--- src/rtl/uart_rx_buffered_pkg.sv ---
// Shared types and constants for the buffered 8N1 UART receiver.
package uart_rx_buffered_pkg;

  typedef enum logic [2:0] {
    StIdle,
    StStart,
    StData,
    StStop,
    StBreak
  } rx_state_e;

  localparam int unsigned TICKS_PER_BIT = 16;
  // Tick count at which the start bit is re-sampled (middle of the bit).
  localparam int unsigned MID_START     = 7;

endpackage

--- src/rtl/rx_fifo.sv ---
// Synchronous show-ahead FIFO: dout always shows the head entry.
// Pointers carry one extra wrap bit to tell full from empty.
module rx_fifo #(
  parameter int unsigned WIDTH = 8,
  parameter int unsigned DEPTH = 4
) (
  input  logic             clk,
  input  logic             resetn,
  input  logic             push,
  input  logic             pop,
  input  logic [WIDTH-1:0] din,
  output logic [WIDTH-1:0] dout,
  output logic             empty,
  output logic             full
);

  localparam int unsigned AW = $clog2(DEPTH);

  logic [WIDTH-1:0] mem_q [DEPTH];
  logic [AW:0]      wr_q;
  logic [AW:0]      rd_q;
  logic             wr_en;
  logic             rd_en;

  assign empty = (wr_q == rd_q);
  assign full  = (wr_q[AW] != rd_q[AW]) && (wr_q[AW-1:0] == rd_q[AW-1:0]);
  assign dout  = mem_q[rd_q[AW-1:0]];

  // A pop in the same cycle frees the slot, so a push while full is accepted then.
  assign wr_en = push && (!full || pop);
  assign rd_en = pop && !empty;

  // Storage needs no reset; empty FIFO contents are never observed.
  always_ff @(posedge clk) begin
    if (wr_en) begin
      mem_q[wr_q[AW-1:0]] <= din;
    end
  end

  // Read and write pointers.
  always_ff @(posedge clk or negedge resetn) begin
    if (!resetn) begin
      wr_q <= '0;
      rd_q <= '0;
    end else begin
      if (wr_en) wr_q <= wr_q + 1'b1;
      if (rd_en) rd_q <= rd_q + 1'b1;
    end
  end

endmodule

--- src/rtl/uart_rx_buffered.sv ---
// 8N1 UART receiver with rxd synchroniser, 16x oversampling FSM, show-ahead
// receive FIFO, rising-edge read pop and sticky frame/overrun flags.
module uart_rx_buffered
  import uart_rx_buffered_pkg::*;
#(
  parameter int unsigned FIFO_DEPTH  = 4,
  parameter int unsigned SYNC_STAGES = 2
) (
  input  logic       clk,
  input  logic       resetn,
  input  logic       baudclk16,
  input  logic       rxd,
  input  logic       rd_strobe,
  input  logic       clr_err,
  output logic [7:0] data,
  output logic       ready,
  output logic       frame_err,
  output logic       overrun
);

  logic [SYNC_STAGES-1:0] sync_q;
  logic                   rxs;

  rx_state_e              state_q;
  logic [3:0]             cnt_q;
  logic [2:0]             bit_q;
  logic [7:0]             shift_q;

  logic                   last_tick;
  logic                   stop_sample;
  logic                   push;
  logic                   frame_set;

  logic                   rd_prev_q;
  logic                   pop;
  logic [7:0]             fifo_dout;
  logic                   fifo_empty;
  logic                   fifo_full;
  logic                   overrun_set;

  logic [7:0]             data_q;
  logic                   ready_q;
  logic                   frame_err_q;
  logic                   overrun_q;

  // Metastability synchroniser; idles high like the line.
  always_ff @(posedge clk or negedge resetn) begin
    if (!resetn) begin
      sync_q <= '1;
    end else begin
      sync_q <= {sync_q[SYNC_STAGES-2:0], rxd};
    end
  end

  assign rxs = sync_q[SYNC_STAGES-1];

  assign last_tick   = (cnt_q == 4'(TICKS_PER_BIT - 1));
  // Push/error must land on the very edge of the stop-bit sample tick.
  assign stop_sample = baudclk16 && (state_q == StStop) && last_tick;
  assign push        = stop_sample && rxs;
  assign frame_set   = stop_sample && !rxs;

  // Receive FSM, advancing only on baud ticks.
  always_ff @(posedge clk or negedge resetn) begin
    if (!resetn) begin
      state_q <= StIdle;
      cnt_q   <= '0;
      bit_q   <= '0;
      shift_q <= '0;
    end else if (baudclk16) begin
      unique case (state_q)
        StIdle: begin
          if (!rxs) begin
            state_q <= StStart;
            cnt_q   <= '0;
          end
        end
        StStart: begin
          if (cnt_q == 4'(MID_START)) begin
            if (!rxs) begin
              state_q <= StData;
              cnt_q   <= '0;
              bit_q   <= '0;
            end else begin
              // Start bit did not hold: treat as a glitch.
              state_q <= StIdle;
            end
          end else begin
            cnt_q <= cnt_q + 4'd1;
          end
        end
        StData: begin
          if (last_tick) begin
            shift_q[bit_q] <= rxs;
            cnt_q          <= '0;
            if (bit_q == 3'd7) begin
              state_q <= StStop;
            end else begin
              bit_q <= bit_q + 3'd1;
            end
          end else begin
            cnt_q <= cnt_q + 4'd1;
          end
        end
        StStop: begin
          if (last_tick) begin
            cnt_q   <= '0;
            state_q <= rxs ? StIdle : StBreak;
          end else begin
            cnt_q <= cnt_q + 4'd1;
          end
        end
        StBreak: begin
          // Wait for the line to return high before hunting for a start bit.
          if (rxs) state_q <= StIdle;
        end
        default: state_q <= StIdle;
      endcase
    end
  end

  // Read strobe history for rising-edge pop.
  always_ff @(posedge clk or negedge resetn) begin
    if (!resetn) begin
      rd_prev_q <= 1'b0;
    end else begin
      rd_prev_q <= rd_strobe;
    end
  end

  assign pop         = rd_strobe && !rd_prev_q && !fifo_empty;
  assign overrun_set = push && fifo_full && !pop;

  rx_fifo #(
    .WIDTH (8),
    .DEPTH (FIFO_DEPTH)
  ) u_fifo (
    .clk    (clk),
    .resetn (resetn),
    .push   (push),
    .pop    (pop),
    .din    (shift_q),
    .dout   (fifo_dout),
    .empty  (fifo_empty),
    .full   (fifo_full)
  );

  // Registered CPU-facing outputs; a set event beats a same-cycle clear.
  always_ff @(posedge clk or negedge resetn) begin
    if (!resetn) begin
      data_q      <= '0;
      ready_q     <= 1'b0;
      frame_err_q <= 1'b0;
      overrun_q   <= 1'b0;
    end else begin
      data_q      <= fifo_empty ? 8'h00 : fifo_dout;
      ready_q     <= !fifo_empty;
      frame_err_q <= frame_set | (frame_err_q & ~clr_err);
      overrun_q   <= overrun_set | (overrun_q & ~clr_err);
    end
  end

  assign data      = data_q;
  assign ready     = ready_q;
  assign frame_err = frame_err_q;
  assign overrun   = overrun_q;

endmodule

--- config.mk ---
export PLATFORM = sky130hd
export DESIGN_NAME = uart_rx_buffered
export DESIGN_NICKNAME = d
export VERILOG_FILES = /design/src/rtl/uart_rx_buffered_pkg.sv /design/src/rtl/rx_fifo.sv /design/src/rtl/uart_rx_buffered.sv
export SDC_FILE = /design/constraint.sdc
export NUM_CORES = 1
export LEC_CHECK = 0
export ABC_AREA = 1
export CAP_MARGIN = 15
export CORE_MARGIN = 2
export CORE_UTILIZATION = 59
export CTS_CLUSTER_DIAMETER = 30
export DETAILED_ROUTE_END_ITERATION = 10
export PLACE_DENSITY = 0.78
export SLEW_MARGIN = 0
export SYNTH_ARGS = -nofsm -noshare
export SYNTH_HDL_FRONTEND = slang
export SYNTH_SLANG_ARGS = --single-unit
--- constraint.sdc ---
create_clock -name clk -period 3.4 [get_ports clk]
set_clock_uncertainty 0.1 [all_clocks]
set_input_delay 0.34 -clock clk [delete_from_list [all_inputs] [get_ports clk]]
set_output_delay 0.34 -clock clk [all_outputs]
set_load 0.005 [all_outputs]
# Word-level counts from Yosys, hierarchy flattened
# Memories as Yosys holds them, arrays and structs flattened.
# Cells that the tools add are included.
# word_totals
ff_bits,38
memories,1
ramBits,32
word_cells,92
input_bits,6
# memory_table
memory,depth,width,read_ports,rd_clocked_by_memory_dff,write_ports,line,text
u_fifo.mem_q,4,8,1,0,1,rx_fifo.sv:19,logic [WIDTH-1:0] mem_q [DEPTH];
# classes
n_bitwise,5
n_addsub,4
reduce_logical,26
eq_ne,18
magnitude_cmp,2
muxes,24
# ops
operator,count
3-bit 2-to-1 mux,11
2-bit inequality test (second input constant),8
3-bit one-hot mux with 5 select lines,1
1-bit logical AND,12
4-bit 2-to-1 mux,3
4-bit one-hot mux with 3 select lines,1
3-bit by 1-bit adder with 3-bit output (second input constant),3
8-bit bitwise mux,1
8-bit 2-to-1 mux,1
7-bit AND reduction,1
3-bit by 2-bit == test with 1-bit output (second input constant),2
3-bit == test (second input constant),2
3-bit one-hot mux with 2 select lines,1
6-bit AND reduction,1
1-bit zero test,5
4-bit by 1-bit adder with 4-bit output (second input constant),1
4-bit by 3-bit == test with 1-bit output (second input constant),1
4-bit == test (second input constant),1
3-bit by 4-bit less-than comparator with 1-bit output (second input constant),1
1-bit demux with 3-bit select,1
3-bit by 1-bit == test with 1-bit output (second input constant),1
3-bit == test,1
3-bit by 1-bit >= comparator with 1-bit output (second input constant),1
3-bit zero test,1
other kinds (13),17

# Longest topological paths before layout
# Gate-level depths: netlist of the first run.
# depth
ltp_word,7
mapped_depth,8
mapped_depth_nobuf,8

# Hierarchy
# A second synthesis of the first run with hierarchy kept.
# unflattened
hier_cells,331
area_unflattened_um2,3210.6
# by_module_without_submodules
module,n_inst,cells_per_inst,seq_area_each_um2,area_each_um2
rx_fifo,1,138,1111.1,1660.3
uart_rx_buffered,1,193,803.3,1550.2

# Worst setup path before layout of the first run
# OpenSTA, ideal clock, no wires.
# synth_timing
path_type,register to register
start,register cnt_q[0]
end,"memory u_fifo.mem_q[3][0], enable pin"
setup_ns,0.338
arrival_ns,1.415
setup_slack_ns,1.546
synth_period_minus_slack_ns,1.854
required_time_ns,2.962
stages_incl_launch_ff,8
path_buffers,0
cell_sequence,dfrtp_1 -> ha_1 -> nand3_2 -> nor2_4 -> nand2_4 -> nor2_8 -> nand2_4 -> nor2_2
# synth_between
elab_chain_cells,6
# synth_lines
item,line,text
"start, declared",uart_rx_buffered.sv:25,logic [3:0] cnt_q;
"start signal, assigned",uart_rx_buffered.sv:89,cnt_q <= cnt_q + 4'd1;
"start signal, assigned",uart_rx_buffered.sv:102,cnt_q <= cnt_q + 4'd1;
"start signal, assigned",uart_rx_buffered.sv:110,cnt_q <= cnt_q + 4'd1;
4-bit == test,uart_rx_buffered.sv:57,assign last_tick = (cnt_q == 4'(TICKS_PER_BIT - 1));
1-bit logical AND,uart_rx_buffered.sv:59,assign stop_sample = baudclk16 && (state_q == StStop) && last_tick;
1-bit logical AND,uart_rx_buffered.sv:60,assign push = stop_sample && rxs;
1-bit logical AND,rx_fifo.sv:30,assign wr_en = push && (!full || pop);
1-bit 2-to-1 mux,rx_fifo.sv:35,if (wr_en) begin
1-bit 2-to-1 mux (not written as such),rx_fifo.sv:36,mem_q[wr_q[AW-1:0]] <= din;
"end, declared",rx_fifo.sv:19,
# No other way between the ends.

# Final worst setup path of the first run
# layout_timing
start,register u_fifo.rd_q[0]
end,"memory u_fifo.mem_q[0][3], enable pin"
# layout_between
elab_chain_cells,7
word_cells_on_any_way,10
classes_between,eq/ne: 2; mux: 2; reduce/logical: 6
# layout_lines
item,line,text
"start, declared",rx_fifo.sv:21,logic [AW:0] rd_q;
"start signal, assigned",rx_fifo.sv:47,if (rd_en) rd_q <= rd_q + 1'b1;
3-bit == test / 2-bit == test (equally long branches),"rx_fifo.sv:25, rx_fifo.sv:26",
1-bit zero test / 1-bit logical AND (equally long branches),"uart_rx_buffered.sv:131, rx_fifo.sv:26",
1-bit logical AND / 1-bit zero test (equally long branches),"uart_rx_buffered.sv:131, rx_fifo.sv:30",
1-bit logical OR *,rx_fifo.sv:30,
1-bit logical AND *,rx_fifo.sv:30,
1-bit 2-to-1 mux *,rx_fifo.sv:35,
1-bit 2-to-1 mux (not written as such) *,rx_fifo.sv:36,
# Every way passes the cells marked *; elsewhere a longest branch is shown, timed or not.

==> metrics.md, run 1 <==
| Metric | Value |
|---|---|
| Layout cell share with drive strength beyond 1 | 10.4% |
| Crit path kind | flip-flop to flip-flop |
| Net Count, Synth | 325 |
| Number of global-route vias before repair | 1962 |
| Post-CTS sizing | 0 |
| CP Capture Type | flip-flop |
| Max-cap violation count | 0 |
| Initial antenna violation count | 0 |
| Lkg Pwr | 1.58 nW |
| Area delta synth->final | 11.9% |
| Critical path's largest stage delay | approximately 0.74 ns |
| Length in cells of the worst reg-to-reg path | 6 |
| DP HPWL | 3.84 mm |
| IO buf count | 16 |
| Yosys reg bits | 70 |
| Slowest-stage cell, CP | dfrtp_1 |
| Hold buffers post-CTS | 0 |
| Detailed Route WL | 5.36 mm |
| Post-CTS Setup Bufs | 0 |
| Failing checks | negative hold slack |
| Worst Path Max Fanout | 20 |
| Final core occ | 68.4% |
| RSZ-0062 raised after global routing | no |
| Worst-Skew Late Latency | approximately 0.34 ns |
| Remaining routing DRC violations | 0 |
| Final net count | 346 |
| Setup-failing EPs final | 0 |
| WP data arrival | 2.08 ns |
| Cells along the critical path | clkinv_4 -> nand2_1 -> a21oi_2 -> nand2_2 -> nand2_4 -> nor2_2 |
| R2R Path Start | u_fifo.rd_q[0] |
| Reg-to-reg slack, setup | 1.21 ns |
| Gate Count Post-Synth | 311 |
| Max IR drop VDD | 0.406 mV |
| Core area | ~5100 µm² |
| Worst hold margin | -0.0107 ns |
| Tmin final | 2.19 ns |
| Startpoint Class | flip-flop |
| Seq/Total Area, Yosys | 61.3% |
| Worst path required time | ~3.3 ns |
| Worst slew pin tran | 0.826 ns |
| CTS Buffer Depth | 2 |
| Final period utilization | 64.4% |
| Status | complete, but fails checks |
| FF-to-FF End | u_fifo.mem_q[0][3] |
| Num ports | 17 |
| Total gr overflow | 0 |
| # rows | 26 |
| Inserted Diodes | 0 |
| FILL cells | a little over 400 |
| H-Tree Depth | 3 |
| Clk slew on worst S/H paths | approximately 0.07 ns |
| Initial core utilization | 61.2% |
| Slew margin rel. | 45.0% |
| Fin. max-slew vios | 0 |
| GRT Total Usage | about a fifth |
| RD Place Congestion | 0.965 |
| Vias per inst | 5.16 |
| First-pass GRT wire length | 8.94 mm |
| Clock root buffer master | clkbuf_8 |
| Drt wl/cell | 13.2 µm |
| Ys Warns | 0 |
| Residual antenna-violating net count after detailed routing | 0 |
| Die X-Extent | 76.8 µm |
| Total power | 0.00223 W |
| Final Hold Viols | 11 |
| Largest net degree at the start of global routing | 39 |
| 1st-pass router iterations | 4 |
| PwrDens | 637 nW/µm² |
| Setup TNS | 0 ns |
| TritonCTS clock tree | done |
| Chip height | 76.8 µm |
| Syn Area/Cell | 10.0 µm² |
| CTS buffer count | 9 |
| DR iter-0 viols | 113 |
| Synthesized area | 3120 µm² |
| Netlist cell types | 31 |
| Via count | 2100 |
| Achievable frequency | between 400 and 500 MHz |
| # clock sinks | 70 |
| Die area | about 5900 µm² |
| Hold Path Class | primary input to asynchronous set/reset pin |
==> layer usage <==
layer | up-vias | GRT usage (%) | part of all wire (%)
met1 | 951 | 23.9 | 46
li1 | 1081 | - | -
met5 | - | 0 | 0
met2 | 50 | 31.6 | 48
met4 | 0 | 10.7 | 3.0
met3 | 18 | 6.82 | 4.0
==> how the worst max path moves through the flow <==
stage | cells past startpoint | startpoint | endpoint | slack, ns
after detailed placement | 7 | baudclk16 | u_fifo.mem_q[0][6] | 1.11
after global placement | 7 | baudclk16 | u_fifo.mem_q[3][3] | 1.16
after CTS | 6 | u_fifo.rd_q[0] | u_fifo.mem_q[0][3] | 1.25
after global routing | 6 | u_fifo.rd_q[0] | u_fifo.mem_q[0][3] | 1.10
final | 6 | u_fifo.rd_q[0] | u_fifo.mem_q[0][3] | 1.21
after floorplan | 7 | cnt_q[0] | u_fifo.mem_q[3][0] | 1.55
==> cells by family after synthesis <==
group	after synthesis	share of synthesized area (%)
compound gates	46	8.29
flops	70	61.3
fa+ha+maj	8	3.20
xor+xnor	3	0.841
simple gates	146	21.3
buf+inv	38	5.05
==> synth_stat cells <==
cell type | instances | share of area [%]
clkbuf_2 | 1 | 0.16
nand3b_1 | 2 | 0.48
a31oi_1 | 1 | 0.20
xor2_1 | 2 | 0.56
a31o_2 | 1 | 0.28
nor2_2 | 5 | 1.0
nand2_2 | 5 | 1.0
o22ai_1 | 8 | 1.6
buf_2 | 4 | 0.64
nand3_1 | 25 | 4.0
nor2_4 | 2 | 0.72
o21ai_0 | 23 | 3.7
nand4_1 | 1 | 0.20
nor2_8 | 1 | 0.64
edfxtp_1 | 32 | 31
clkinv_4 | 1 | 0.28
dfstp_2 | 2 | 1.7
nand2_1 | 71 | 8.5
a21oi_2 | 2 | 0.56
xnor2_1 | 1 | 0.28
nand3_2 | 1 | 0.32
nand2_4 | 2 | 0.72
a21oi_1 | 1 | 0.16
o21ai_2 | 1 | 0.28
buf_4 | 1 | 0.24
o21ai_1 | 8 | 1.3
nor2_1 | 31 | 3.7
ha_1 | 8 | 3.2
o211ai_1 | 1 | 0.24
inv_1 | 31 | 3.7
dfrtp_1 | 36 | 29
==> worst max-delay path: cells and delay by family, from the launching register on <==
family / cells / cell delay [ns]
DFF: 1 / 0.74
and+or+nand+nor: 4 / 0.68
buffers and inverters: 1 / 0.24
AOI/OAI and AO/OA: 1 / 0.08
==> area by class of cell <==
class	count	area, µm²	area share [%]
Tap cell	70	87.6	2.51
Inverter	32	125	3.58
Timing Repair Buffer	16	155	4.44
Clock buffer	14	153	4.37
Sequential cell	70	1910	54.8
Multi-Input combinational cell	203	1050	30.1
Clock inverter	2	8.76	0.251
==> layout by cell type (no fill, tap or decap), types with 4 or more instances in the layout <==
master,instances
inv_1,31
clkdlybuf4s50_1,15
o21ai_1,8
ha_1,8
clkbuf_1,4
dfrtp_1,36
nor2_1,31
nand3_1,25
nand2_1,71
nor2_2,5
clkbuf_8,10
o21ai_0,23
o22ai_1,8
nand2_2,5
edfxtp_1,32
==> sequential cells by signal, indices dropped and copies added, names as in the netlist, 2 cells and up <==
| name | count |
|---|---|
| u_fifo.mem_q | 32 |
| data | 8 |
| shift_q | 8 |
| cnt_q | 4 |
| bit_q | 3 |
| state_q | 3 |
| u_fifo.rd_q | 3 |
| u_fifo.wr_q | 3 |
| sync_q | 2 |
==> metrics by stage <==
step	hold WS [ns]	std cells	setup slack [ns]	area, µm²
6_report	-0.0107	407	1.21	3500
3_3_place_gp	0.246	391	1.16	3330
2_1_floorplan	-0.0556	311	1.55	3120
3_5_place_dp	0.251	391	1.11	3330
5_1_grt	0.0677	407	1.10	3500
4_1_cts	0.0143	407	1.25	3500
==> report_power, final <==
part | internal, W | switching, W
logic | 0.000233 | 0.000345
clock network | 0.000282 | 0.000277
registers | 0.000973 | 0.000118
total | 0.00149 | 0.000740
(Power assumes the default switching activity.)
==> inputs of run 2 (changes only) <==
==> constraint.sdc (replaced) <==
create_clock -name clk -period 2.1 [get_ports clk]
set_clock_uncertainty 0.1 [all_clocks]
set_input_delay 0.21 -clock clk [delete_from_list [all_inputs] [get_ports clk]]
set_output_delay 0.21 -clock clk [all_outputs]
set_load 0.005 [all_outputs]
==> metrics.md, run 2 (synthesis gave the netlist of run 1 again) <==
| Metric | Value |
|---|---|
| Via count | 2133 (+1.6%) |
| Fin. max-slew vios | 0 (unchanged) |
| Initial core utilization | 61.2% (unchanged) |
| Post-route setup slack | 0.117 ns (-1.09 ns) |
| Residual antenna-violating net count after detailed routing | 0 (unchanged) |
| Num ports | 17 (unchanged) |
| Drt wl/cell | 13.3 µm (+1.1%) |
| GRT Total Usage | 20.3% (+0.40 points) |
| Worst Path Max Fanout | 8 (-60%) |
| Post-CTS Setup Bufs | 0 (unchanged) |
| WP data arrival | 1.91 ns (-0.17 ns) |
| H-Tree Depth | 3 (unchanged) |
| Number of global-route vias before repair | 1986 (+1.2%) |
| Commonest non-fill, non-tap cells in the layout | nand2_1, dfrtp_1, edfxtp_1 |
| Inserted Diodes | 0 (unchanged) |
| RSZ-0062 raised after global routing | yes |
| Non-filler instance count after layout | 413 (+1.5%) |
| Post-Layout Inst Area | 3560 µm² (+1.8%) |
| Core area | 5110 µm² (unchanged) |
| Setup TNS | 0 ns (unchanged) |
| FF-to-FF End | u_fifo.mem_q[0][0] |
| Clk slew on worst S/H paths | 0.07 ns (about the same) |
| Total gr overflow | 0 (unchanged) |
| # clock sinks | 70 (unchanged) |
| CTS Buffer Depth | 2 (unchanged) |
| Commonest non-fill, non-tap cell in the layout | nand2_1 |
| Clock root buffer master | clkbuf_8 |
| First-pass GRT wire length | 9.20 mm (+2.9%) |
| R2R Path Start | cnt_q[0] |
| Final Hold Viols | 0 (-11) |
| DP HPWL | 3.99 mm (+3.8%) |
| Lkg Pwr | 1.61 nW (+1.7%) |
| Layout cell share with drive strength beyond 1 | 12.0% (+1.6 points) |
| Startpoint Class | flip-flop |
| Vias per inst | 5.16 (about the same) |
| Worst-Skew Late Latency | 0.34 ns (about the same) |
| RD Place Congestion | 1.01 (+4.3%) |
| Max IR drop VDD | 0.591 mV (+46%) |
| Worst slack, placed | 0.0324 ns (-1.08 ns) |
| FILL cells | 376 (-7.2%) |
| Worst path required time | 2.03 ns (-1.27 ns) |
| Chip height | 76.8 µm (unchanged) |
| CTS buffer count | 9 (unchanged) |
| Final net count | 352 (+1.7%) |
| Die area | 5890 µm² (unchanged) |
| IO buf count | 16 (unchanged) |
| Length in cells of the worst reg-to-reg path | 7 (+1) |
| DR iter-0 viols | 91 (-19%) |
| Tmin final | 1.98 ns (-0.207 ns) |
| Crit path kind | flip-flop to flip-flop |
| Largest net degree at the start of global routing | 39 (unchanged) |
| Hold Path Class | primary input to flip-flop |
| Beginning of the critical path | cnt_q[0] |
| Initial antenna violation count | 0 (unchanged) |
| DP Area | 3370 µm² (+1.1%) |
| Max reg flops | 32 (unchanged) |
| TritonCTS clock tree | done |
| Die X-Extent | 76.8 µm (unchanged) |
| PwrDens | 1020 nW/µm² (+59%) |
| Final period utilization | 94.4% (+30 points) |
| Total power | 0.00362 W (+62%) |
| Max-cap violation count | 0 (unchanged) |
| Setup-failing EPs final | 0 (unchanged) |
| 1st-pass router iterations | 4 (unchanged) |
| Remaining routing DRC violations | 0 (unchanged) |
| Slew margin rel. | 44.6% (-0.38 points) |
| Crit path capture | u_fifo.mem_q[0][0] |
| # rows | 26 (unchanged) |
| Area delta synth->final | 13.9% |
| Post-Place Cells | 396 (+1.3%) |
| Status | complete, no violations |
| CP Capture Type | flip-flop |
| Detailed Route WL | 5.50 mm (+2.6%) |
| Reg-to-reg slack, setup | 0.12 ns (-1.09 ns) |
| Achievable frequency | 504 MHz (+10%) |
| Worst slew pin tran | 0.831 ns (+0.00576 ns) |
run 2: worst min-delay path by stage:
stage	startpoint	end	depth (start not counted)
after floorplan	resetn	bit_q[0]	0
after detailed placement	sync_q[0]	sync_q[1]	0
after global routing	rxd	sync_q[0]	1
after global placement	resetn	u_fifo.rd_q[2]	1
after CTS	rxd	sync_q[0]	1
final	rxd	sync_q[0]	1
run 2: timing repair:
action	CTS	global route
endpoints found under the hold margin	36	0
setup endpoints to repair	0	32
hold buffers	1	0
resized for setup	0	4
run 2: cell type report:
class                   count  area [µm²]  share of cell area (%)
clock buffers              10         128                    3.59
clock inverters             6        28.8                   0.809
inverters                  32         125                    3.52
multi-input cells         203        1070                    30.1
flip-flops and latches     70        1910                    53.8
well taps                  70        87.6                    2.46
repair buffers             22         203                    5.70
run 2: per-layer routing:
| metal | up-vias | global-route usage (%) | part of all wire, % | wire (µm) |
|---|---|---|---|---|
| met3 | 16 | 6.82 | 5.1 | 280 |
| met2 | 73 | 31.7 | 48 | 2640 |
| li1 | 1081 | - | - | - |
| met1 | 963 | 24.8 | 44 | 2410 |
| met4 | 0 | 11.5 | 3.2 | 174 |
| met5 | - | 0 | 0 | 0 |
run 2: metrics by stage:
step	util, %	hold slack, ns
3_3_place_gp	66.0	0.247
5_1_grt	69.7	0.163
6_report	69.7	0.173
2_1_floorplan	-	-0.186
3_5_place_dp	66.0	0.250
4_1_cts	69.3	0.153
run 2: critical path: stages (launching register included):
cell	delay [ns]
dfrtp_1	0.41
ha_1	0.26
nand3_2	0.15
nor2_4	0.18
nand2_4	0.08
nor2_8	0.12
nand2_4	0.13
nor2_4	0.23
run 2: report_power, final:
group          leakage [nW]  switching [W]  internal [W]
Sequential            0.801       0.000140       0.00158
Clock                0.0786       0.000462      0.000412
Combinational         0.730       0.000624      0.000403
